===== src/rtl/l2_refill_pkg.sv =====
// Shared definitions for the L2 refill engines (icache now, dcache later).
package l2_refill_pkg;

  typedef enum logic [1:0] {
    ST_IDLE = 2'd0,
    ST_REQ  = 2'd1,
    ST_UPD  = 2'd2
  } refill_state_t;

  localparam int WORD_BYTES = 4;

  // Clears the byte-in-line offset bits so the result points at the first word of the line.
  function automatic logic [31:0] line_align(input logic [31:0] addr, input int idx_w);
    logic [31:0] mask;
    mask = (32'(WORD_BYTES) << idx_w) - 32'd1;
    return addr & ~mask;
  endfunction

endpackage


===== src/rtl/l2_beat_timer.sv =====
// Counts granted cycles within one L2 read beat. Losing the grant restarts the beat,
// so only an unbroken run of L2_RD_LAT granted cycles produces beat_done.
module l2_beat_timer #(
  parameter int L2_RD_LAT = 1
) (
  input  logic clk,
  input  logic rst_n,
  input  logic active,
  input  logic grant,
  output logic beat_done
);

  localparam int CNT_W = (L2_RD_LAT > 1) ? $clog2(L2_RD_LAT) : 1;
  localparam logic [CNT_W-1:0] LAST_CNT = CNT_W'(L2_RD_LAT - 1);

  logic [CNT_W-1:0] lat_cnt;

  assign beat_done = active && grant && (lat_cnt == LAST_CNT);

  // Advance on each granted cycle; any gap, an inactive engine or a finished beat restarts from zero.
  always_ff @(posedge clk or negedge rst_n) begin
    if (!rst_n) begin
      lat_cnt <= '0;
    end else if (!active || !grant || beat_done) begin
      lat_cnt <= '0;
    end else begin
      lat_cnt <= lat_cnt + CNT_W'(1);
    end
  end

endmodule


===== src/rtl/icache_l2_refill_ctrl.sv =====
// Icache miss-refill engine: fetches a whole line from L2 one word per beat, writes each
// word into the icache data array, then pulses upd_entry_icache to commit tag/valid.
// Read-only L2 master.
module icache_l2_refill_ctrl
  import l2_refill_pkg::*;
#(
  parameter int WORDS_PER_LINE = 4,
  parameter int L2_RD_LAT      = 1,
  localparam int IDX_W         = $clog2(WORDS_PER_LINE)
) (
  input  logic             clk,
  input  logic             rst_n,
  input  logic             miss_valid,
  input  logic [31:0]      miss_addr,
  input  logic             flush,
  output logic             busy,
  output logic             refill_done,
  output logic             l2_mem_en_icache,
  output logic             l2_mem_wr_en_icache,
  output logic [31:0]      l2_mem_access_addr_icache,
  output logic [31:0]      l2_mem_wr_data_icache,
  input  logic [31:0]      l2_mem_rd_data_icache,
  input  logic             rd_grant_icache_active,
  output logic             fill_wr_en,
  output logic [IDX_W-1:0] fill_word_idx,
  output logic [31:0]      fill_data,
  output logic [31:0]      fill_line_addr,
  output logic             upd_entry_icache
);

  localparam logic [1:0] S_IDLE = ST_IDLE;
  localparam logic [1:0] S_REQ  = ST_REQ;
  localparam logic [1:0] S_UPD  = ST_UPD;

  localparam logic [IDX_W-1:0] LAST_IDX = IDX_W'(WORDS_PER_LINE - 1);

  logic [1:0]       state;
  logic [1:0]       next_state;
  logic [IDX_W-1:0] word_idx;
  logic             in_req;
  logic             beat_done;
  logic             accept_miss;

  assign in_req      = (state == S_REQ);
  assign accept_miss = (state == S_IDLE) && miss_valid && !flush;

  l2_beat_timer #(
    .L2_RD_LAT (L2_RD_LAT)
  ) u_beat_timer (
    .clk       (clk),
    .rst_n     (rst_n),
    .active    (in_req && !flush),
    .grant     (rd_grant_icache_active),
    .beat_done (beat_done)
  );

  // Next-state selection; flush overrides everything and returns to IDLE.
  always_comb begin
    next_state = state;
    if (flush) begin
      next_state = S_IDLE;
    end else begin
      case (state)
        S_IDLE:  if (miss_valid) next_state = S_REQ;
        S_REQ:   if (beat_done && (word_idx == LAST_IDX)) next_state = S_UPD;
        S_UPD:   next_state = S_IDLE;
        default: next_state = S_IDLE;
      endcase
    end
  end

  // State register.
  always_ff @(posedge clk or negedge rst_n) begin
    if (!rst_n) begin
      state <= S_IDLE;
    end else begin
      state <= next_state;
    end
  end

  // Line address capture, word sequencing and the one-cycle fill write into the data array.
  always_ff @(posedge clk or negedge rst_n) begin
    if (!rst_n) begin
      word_idx       <= '0;
      fill_line_addr <= '0;
      fill_data      <= '0;
      fill_word_idx  <= '0;
      fill_wr_en     <= 1'b0;
    end else begin
      fill_wr_en <= beat_done;
      if (beat_done) begin
        fill_data     <= l2_mem_rd_data_icache;
        fill_word_idx <= word_idx;
        word_idx      <= word_idx + IDX_W'(1);
      end
      if (flush) begin
        word_idx <= '0;
      end else if (accept_miss) begin
        fill_line_addr <= line_align(miss_addr, IDX_W);
        word_idx       <= '0;
      end
    end
  end

  // Bus request and commit strobes decode straight from the state; a flush in UPD suppresses the commit.
  always_comb begin
    busy                      = (state != S_IDLE);
    l2_mem_en_icache          = in_req;
    l2_mem_access_addr_icache = in_req ? (fill_line_addr + 32'({word_idx, 2'b00})) : 32'd0;
    upd_entry_icache          = (state == S_UPD) && !flush;
    refill_done               = (state == S_UPD) && !flush;
    l2_mem_wr_en_icache       = 1'b0;
    l2_mem_wr_data_icache     = 32'd0;
  end

endmodule


===== config.mk =====
export PLATFORM = sky130hd
export DESIGN_NAME = icache_l2_refill_ctrl
export DESIGN_NICKNAME = d
export VERILOG_FILES = /design/src/rtl/l2_refill_pkg.sv /design/src/rtl/l2_beat_timer.sv /design/src/rtl/icache_l2_refill_ctrl.sv
export SDC_FILE = /design/constraint.sdc
export NUM_CORES = 1
export LEC_CHECK = 0
export BUFFER_PORTS_ARGS = -buffer_cell sky130_fd_sc_hd__buf_2
export CAP_MARGIN = 20
export CORE_ASPECT_RATIO = 1.2
export CORE_MARGIN = 3
export CORE_UTILIZATION = 45
export DETAILED_ROUTE_END_ITERATION = 7
export GPL_TIMING_DRIVEN = 0
export PLACE_DENSITY = 0.87
export SLEW_MARGIN = 0
export SYNTH_ARGS = -nofsm -noshare
export SYNTH_HDL_FRONTEND = slang
export SYNTH_HIERARCHICAL = 1
export SYNTH_SLANG_ARGS = --single-unit
export TNS_END_PERCENT = 20

===== constraint.sdc =====
create_clock -name clk -period 4.6 [get_ports clk]
set_input_delay 0.23 -clock clk [delete_from_list [all_inputs] [get_ports clk]]
set_output_delay 0.23 -clock clk [all_outputs]
set_load 0.005 [all_outputs]

# Word level (Yosys, flattened, before mapping)
# Index checks and enable logic that the tools add are counted.
totals:
  register_bits: 68
  input_bits: 69
  elab_cells: 43
classes:
  n_addsub: 3
  eq_ne: 5
  muxes: 9
  bitwise_logic: 2
  n_reduce_logical: 17
op_table:
  columns: ["cell", "n"]
  rows:
  - ["32-bit by 4-bit adder with 32-bit output", 1]
  - ["32-bit 2-to-1 mux", 1]
  - ["2-bit 2-to-1 mux", 6]
  - ["1-bit logical AND", 7]
  - ["2-bit equality test (second input constant)", 2]
  - ["2-bit case mux with 2 select lines", 1]
  - ["2-bit AND reduction", 2]
  - ["1-bit zero test", 3]
  - ["3-bit by 2-bit != test with 1-bit output (second input constant)", 1]
  - ["3-bit != test (second input constant)", 1]
  - ["3-bit nonzero test", 1]
  - ["2-bit by 1-bit adder with 2-bit output (second input constant)", 1]
  - ["2-bit by 1-bit equality test with 1-bit output (second input constant)", 1]
  - ["2-bit zero test", 1]
  - ["1-bit logical OR", 2]
  - ["1-bit NOT", 2]
  - ["2-bit nonzero test", 1]
  - ["1-bit adder (second input constant)", 1]
  - ["1-bit 2-to-1 mux", 1]

# Depth between registers and ports, before layout
depth:
  word_depth: 8
  mapped_depth: 7
  depth_no_buf: 5

# Hierarchy
# The synthesis kept the hierarchy.
modules_own_cells:
  columns: ["module", "n_inst", "cells_per_inst", "area_per_inst_um2"]
  rows:
  - ["icache_l2_refill_ctrl", 1, 225, 3045.4]
  - ["l2_beat_timer", 1, 3, 37.5]

# Least setup slack after synthesis
# Ideal clock, no wire load.
synth_path:
  path_type: "register to register"
  from: "register state[1]"
  to: "register fill_data[0]"
  setup_ns: 0.125
  t_arrival_ns: 1.568
  required_time_ns: 4.475
  setup_slack_ns: 2.907
  path_stages_with_launch: 7
  n_path_buf: 2
  cell_sequence: "dfrtp_1 > nand2b_1 > nor2_1 > and3b_1 > buf_2 > buf_2 > mux2_2"
synth_between:
  elab_chain_cells: 4
synth_rtl:
  columns: ["item", "line", "rtl"]
  rows:
  - ["from (decl)", "icache_l2_refill_ctrl.sv:37", "logic [1:0] state;"]
  - ["from (signal assigned)", "icache_l2_refill_ctrl.sv:77", "state <= next_state;"]
  - ["2-bit by 1-bit equality test with 1-bit output", "icache_l2_refill_ctrl.sv:44", "assign in_req = (state == S_REQ);"]
  - ["1-bit logical AND", "icache_l2_refill_ctrl.sv:52", ".active (in_req && !flush),"]
  - ["1-bit logical AND (2 in a row)", "l2_beat_timer.sv:18", "assign beat_done = active && grant && (lat_cnt == LAST_CNT);"]
  - ["net beat_done", "icache_l2_refill_ctrl.sv:41", "logic beat_done;"]
  - ["to (signal assigned)", "icache_l2_refill_ctrl.sv:92", "fill_data <= l2_mem_rd_data_icache;"]
  - ["to (decl)", "icache_l2_refill_ctrl.sv:26", "output logic [31:0] fill_data,"]
# The timed path passes the listed nets, and every way through them passes these cells.
# A chain may end at the register's enable or synchronous reset.

# Final worst setup path
layout_path:
  from: "register state[1]"
  to: "output port l2_mem_access_addr_icache[24]"
layout_between:
  elab_chain_cells: 2
layout_rtl:
  columns: ["item", "line", "rtl"]
  rows:
  - ["2-bit by 1-bit equality test with 1-bit output", "icache_l2_refill_ctrl.sv:44", null]
  - ["32-bit 2-to-1 mux", "icache_l2_refill_ctrl.sv:109", "l2_mem_access_addr_icache = in_req ? (fill_line_addr + 32'({word_idx, 2'b00})) : 32'd0;"]
  - ["to (decl)", "icache_l2_refill_ctrl.sv:20", "output logic [31:0] l2_mem_access_addr_icache,"]
# Every way passes these cells.

==> impl_metrics.tcl <==
set metrics [dict create \
    first_global_vias 2333 \
    totalPowerFinal_uw 1810 \
    antenna_cells 0 \
    syn_inst 228 \
    maxSlewHeadroom_pct 43.9 \
    grt_usage_pct 18.2 \
    synth_top_family_by_area "multiplexers" \
    num_rows 32 \
    cts.clk_slew.worst_paths_ns 0.08 \
    p_per_area_nw_per_um2 415 \
    worst_slew_pin_slew_ns 0.841 \
    clkSinkCount 68 \
    root_buffer "clkbuf_8" \
    fin_crit_sh_pct 43.1 \
    synth-seq-cells 68 \
    overflow 0 \
    yosys.cell_types.count 22 \
    syn_area_per_cell_um2 13.5 \
    wirelength_mm 7.18 \
    tritoncts "built" \
    skew_ns 0.00841 \
    r2r_cells 6 \
    drc 0 \
    setup_viol 0 \
    ir_worst_vdd_uv 314 \
    holdWs_ns -0.0125 \
    h-tree-depth 3 \
    endpoint_kind "output pin" \
    r2r_start "state[1]" \
    synthMuxAreaShare_pct 23.0 \
    synth.yosys.seq_area_share_pct 55.2 \
    min_period_ns 1.98 \
    path_class "flip-flop to output pin" \
    start_util_pct 47.2 \
    drt_pass1_iterations 4 \
    clkLatencyLatePin_ns 0.33 \
    violations "negative hold slack" \
    hold_violations 8 \
    fp.dieArea_um2 7880 \
    post-dp-hpwl_mm 5.69 \
    status "complete, but fails checks" \
    min_path_type "input pin to async pin" \
    port_buffers 161 \
    power_leakage_uw 0.00239 \
    startpoint_type "flip-flop" \
    antenna_found_initial 0 \
    place_congestion 0.718 \
    pin_count 205 \
    synth_xor_area_share_pct 0.284 \
    die_x_um 81.6 \
    cts_resized 0 \
    drt_iter0_drc 75 \
    rsz0062_at_grt "false" \
    cts_setup_buffers 0 \
    synth_compound_area_share_pct 0.284 \
    clock.fmax_mhz 505 \
    required_ns 4.37 \
    worst_ep_arrival_time_ns 1.75 \
    ant_nets 0 \
    crit_fanout 10 \
    syn_area_um2 3080 \
    slew_violations 0 \
    synth-adder-area-share_pct 0.406 \
    tns_ns 0 \
    synth-simple-area-share_pct 8.52 \
    dpl-instance-area_um2 4140 \
    cts_inserted_buffers 9 \
    die-height_um 96.7 \
    grt_max_degree 69 \
    coreArea_um2 6530 \
    ctsLongestPathBuffers 2 \
    dr_total_vias 2320 \
    cts_hold_buf 0 \
    grt_pass1_wl_mm 10.9 \
    drt-vias-per-instance 4.39 \
    syn2layout_area_growth_pct 41.3 \
    layout.nets 508 \
    synth_warnings 6 \
    routedWlPerCell_um 13.6 \
    worst_r2r_endpoint "fill_data[10]" \
    r2r_slack_ns 2.65 \
    drive_gt1_share_pct 64.6 \
    max-cap-violations 0 \
    stdcell_area_um2 4360 \
]
-- cell usage in the layout (no fill, tap or decap), types with 2 or more instances in the layout --
cell        instances
buf_2             164
mux2_2             60
buf_6               3
buf_4              41
nor3_1              3
clkbuf_8            9
inv_1               2
bufinv_16           2
mux2_1              2
and2_1             30
clkbuf_1            4
dfrtp_1            68
conb_1             40
clkinvlp_4          2
-- cell type report --
cell class                 instances  area, um2
clock inverter                     6       88.8
multi-input combinational        146       1150
buffer                            50        365
tap                               85        106
fill                             509       2170
inverter                           2       7.51
sequential                        68       1700
clock buffer                      10        128
timing repair buffer             161        808
-- metrics by stage --
| stage | util [%] | std cells | setup WS, ns | hold WS [ns] |
|---|---|---|---|---|
| global placement | 63.4 | 512 | 2.68 | 0.449 |
| global route | 66.8 | 528 | 2.47 | 0.0373 |
| finish | 66.8 | 528 | 2.62 | -0.0125 |
| floorplan | - | 266 | 2.91 | -0.0656 |
| CTS | 66.8 | 528 | 2.58 | 0.0123 |
| detailed placement | 63.4 | 512 | 2.64 | 0.388 |
-- how the worst max path moves through the flow --
stage	startpoint	end	depth (start not counted)	slack, ns
floorplan	state[1]	fill_data[0]	6	2.91
global placement	state[1]	fill_data[17]	6	2.68
detailed placement	state[1]	fill_data[10]	6	2.64
CTS	state[1]	l2_mem_access_addr_icache[10]	5	2.58
global route	state[1]	l2_mem_access_addr_icache[24]	5	2.47
finish	state[1]	l2_mem_access_addr_icache[24]	5	2.62
-- routing by layer --
layer	vias up	global-route usage [%]	share of wire, %
li1	1100	-	-
met1	1073	18.4	35
met2	139	31.4	49
met3	8	9.59	14
met4	0	5.59	1.0
met5	-	0	0
-- power by group --
part	switching (uW)	total, uW	internal [uW]
registers	80.2	821	741
clock network	223	529	305
logic	181	460	279
-- state kept, by name, summed over array words and instances (netlist names) --
name,flops
word_idx,2
fill_wr_en,1
state,2
u_beat_timer/lat_cnt,1
fill_data,32
fill_word_idx,2
fill_line_addr,28
-- critical path: stages (launching register included) --
cell and delay (ns):
dfrtp_1 0.42, nand2b_1 0.19, inv_1 0.15, clkbuf_1 0.34
and2_1 0.19, buf_2 0.13
-- cell families after synthesis --
family | count (synthesis)
DFF | 68
other | 2
muxes | 63
buffers and inverters | 52
adders and majority gates | 1
AOI/OAI and AO/OA | 1
and+or+nand+nor | 40
xor gates and xnor gates | 1
-- Yosys cell counts --
master,number,area (um2)
a31o_2,1,8.76
and2_1,30,188
and3b_1,1,8.76
buf_2,4,20.0
buf_4,40,300
buf_6,3,33.8
clkbuf_1,3,11.3
conb_1,2,7.51
dfrtp_1,68,1700
ha_1,1,12.5
inv_1,2,7.51
mux2_1,2,22.5
mux2_2,60,676
mux2i_1,1,10.0
nand2_1,1,3.75
nand2b_1,1,6.26
nor2_1,1,3.75
nor3_1,3,15.0
nor3b_1,1,7.51
nor4b_4,1,23.8
or2_2,1,6.26
xnor2_1,1,8.76
Note: power is estimated with default switching activity, not from simulation.
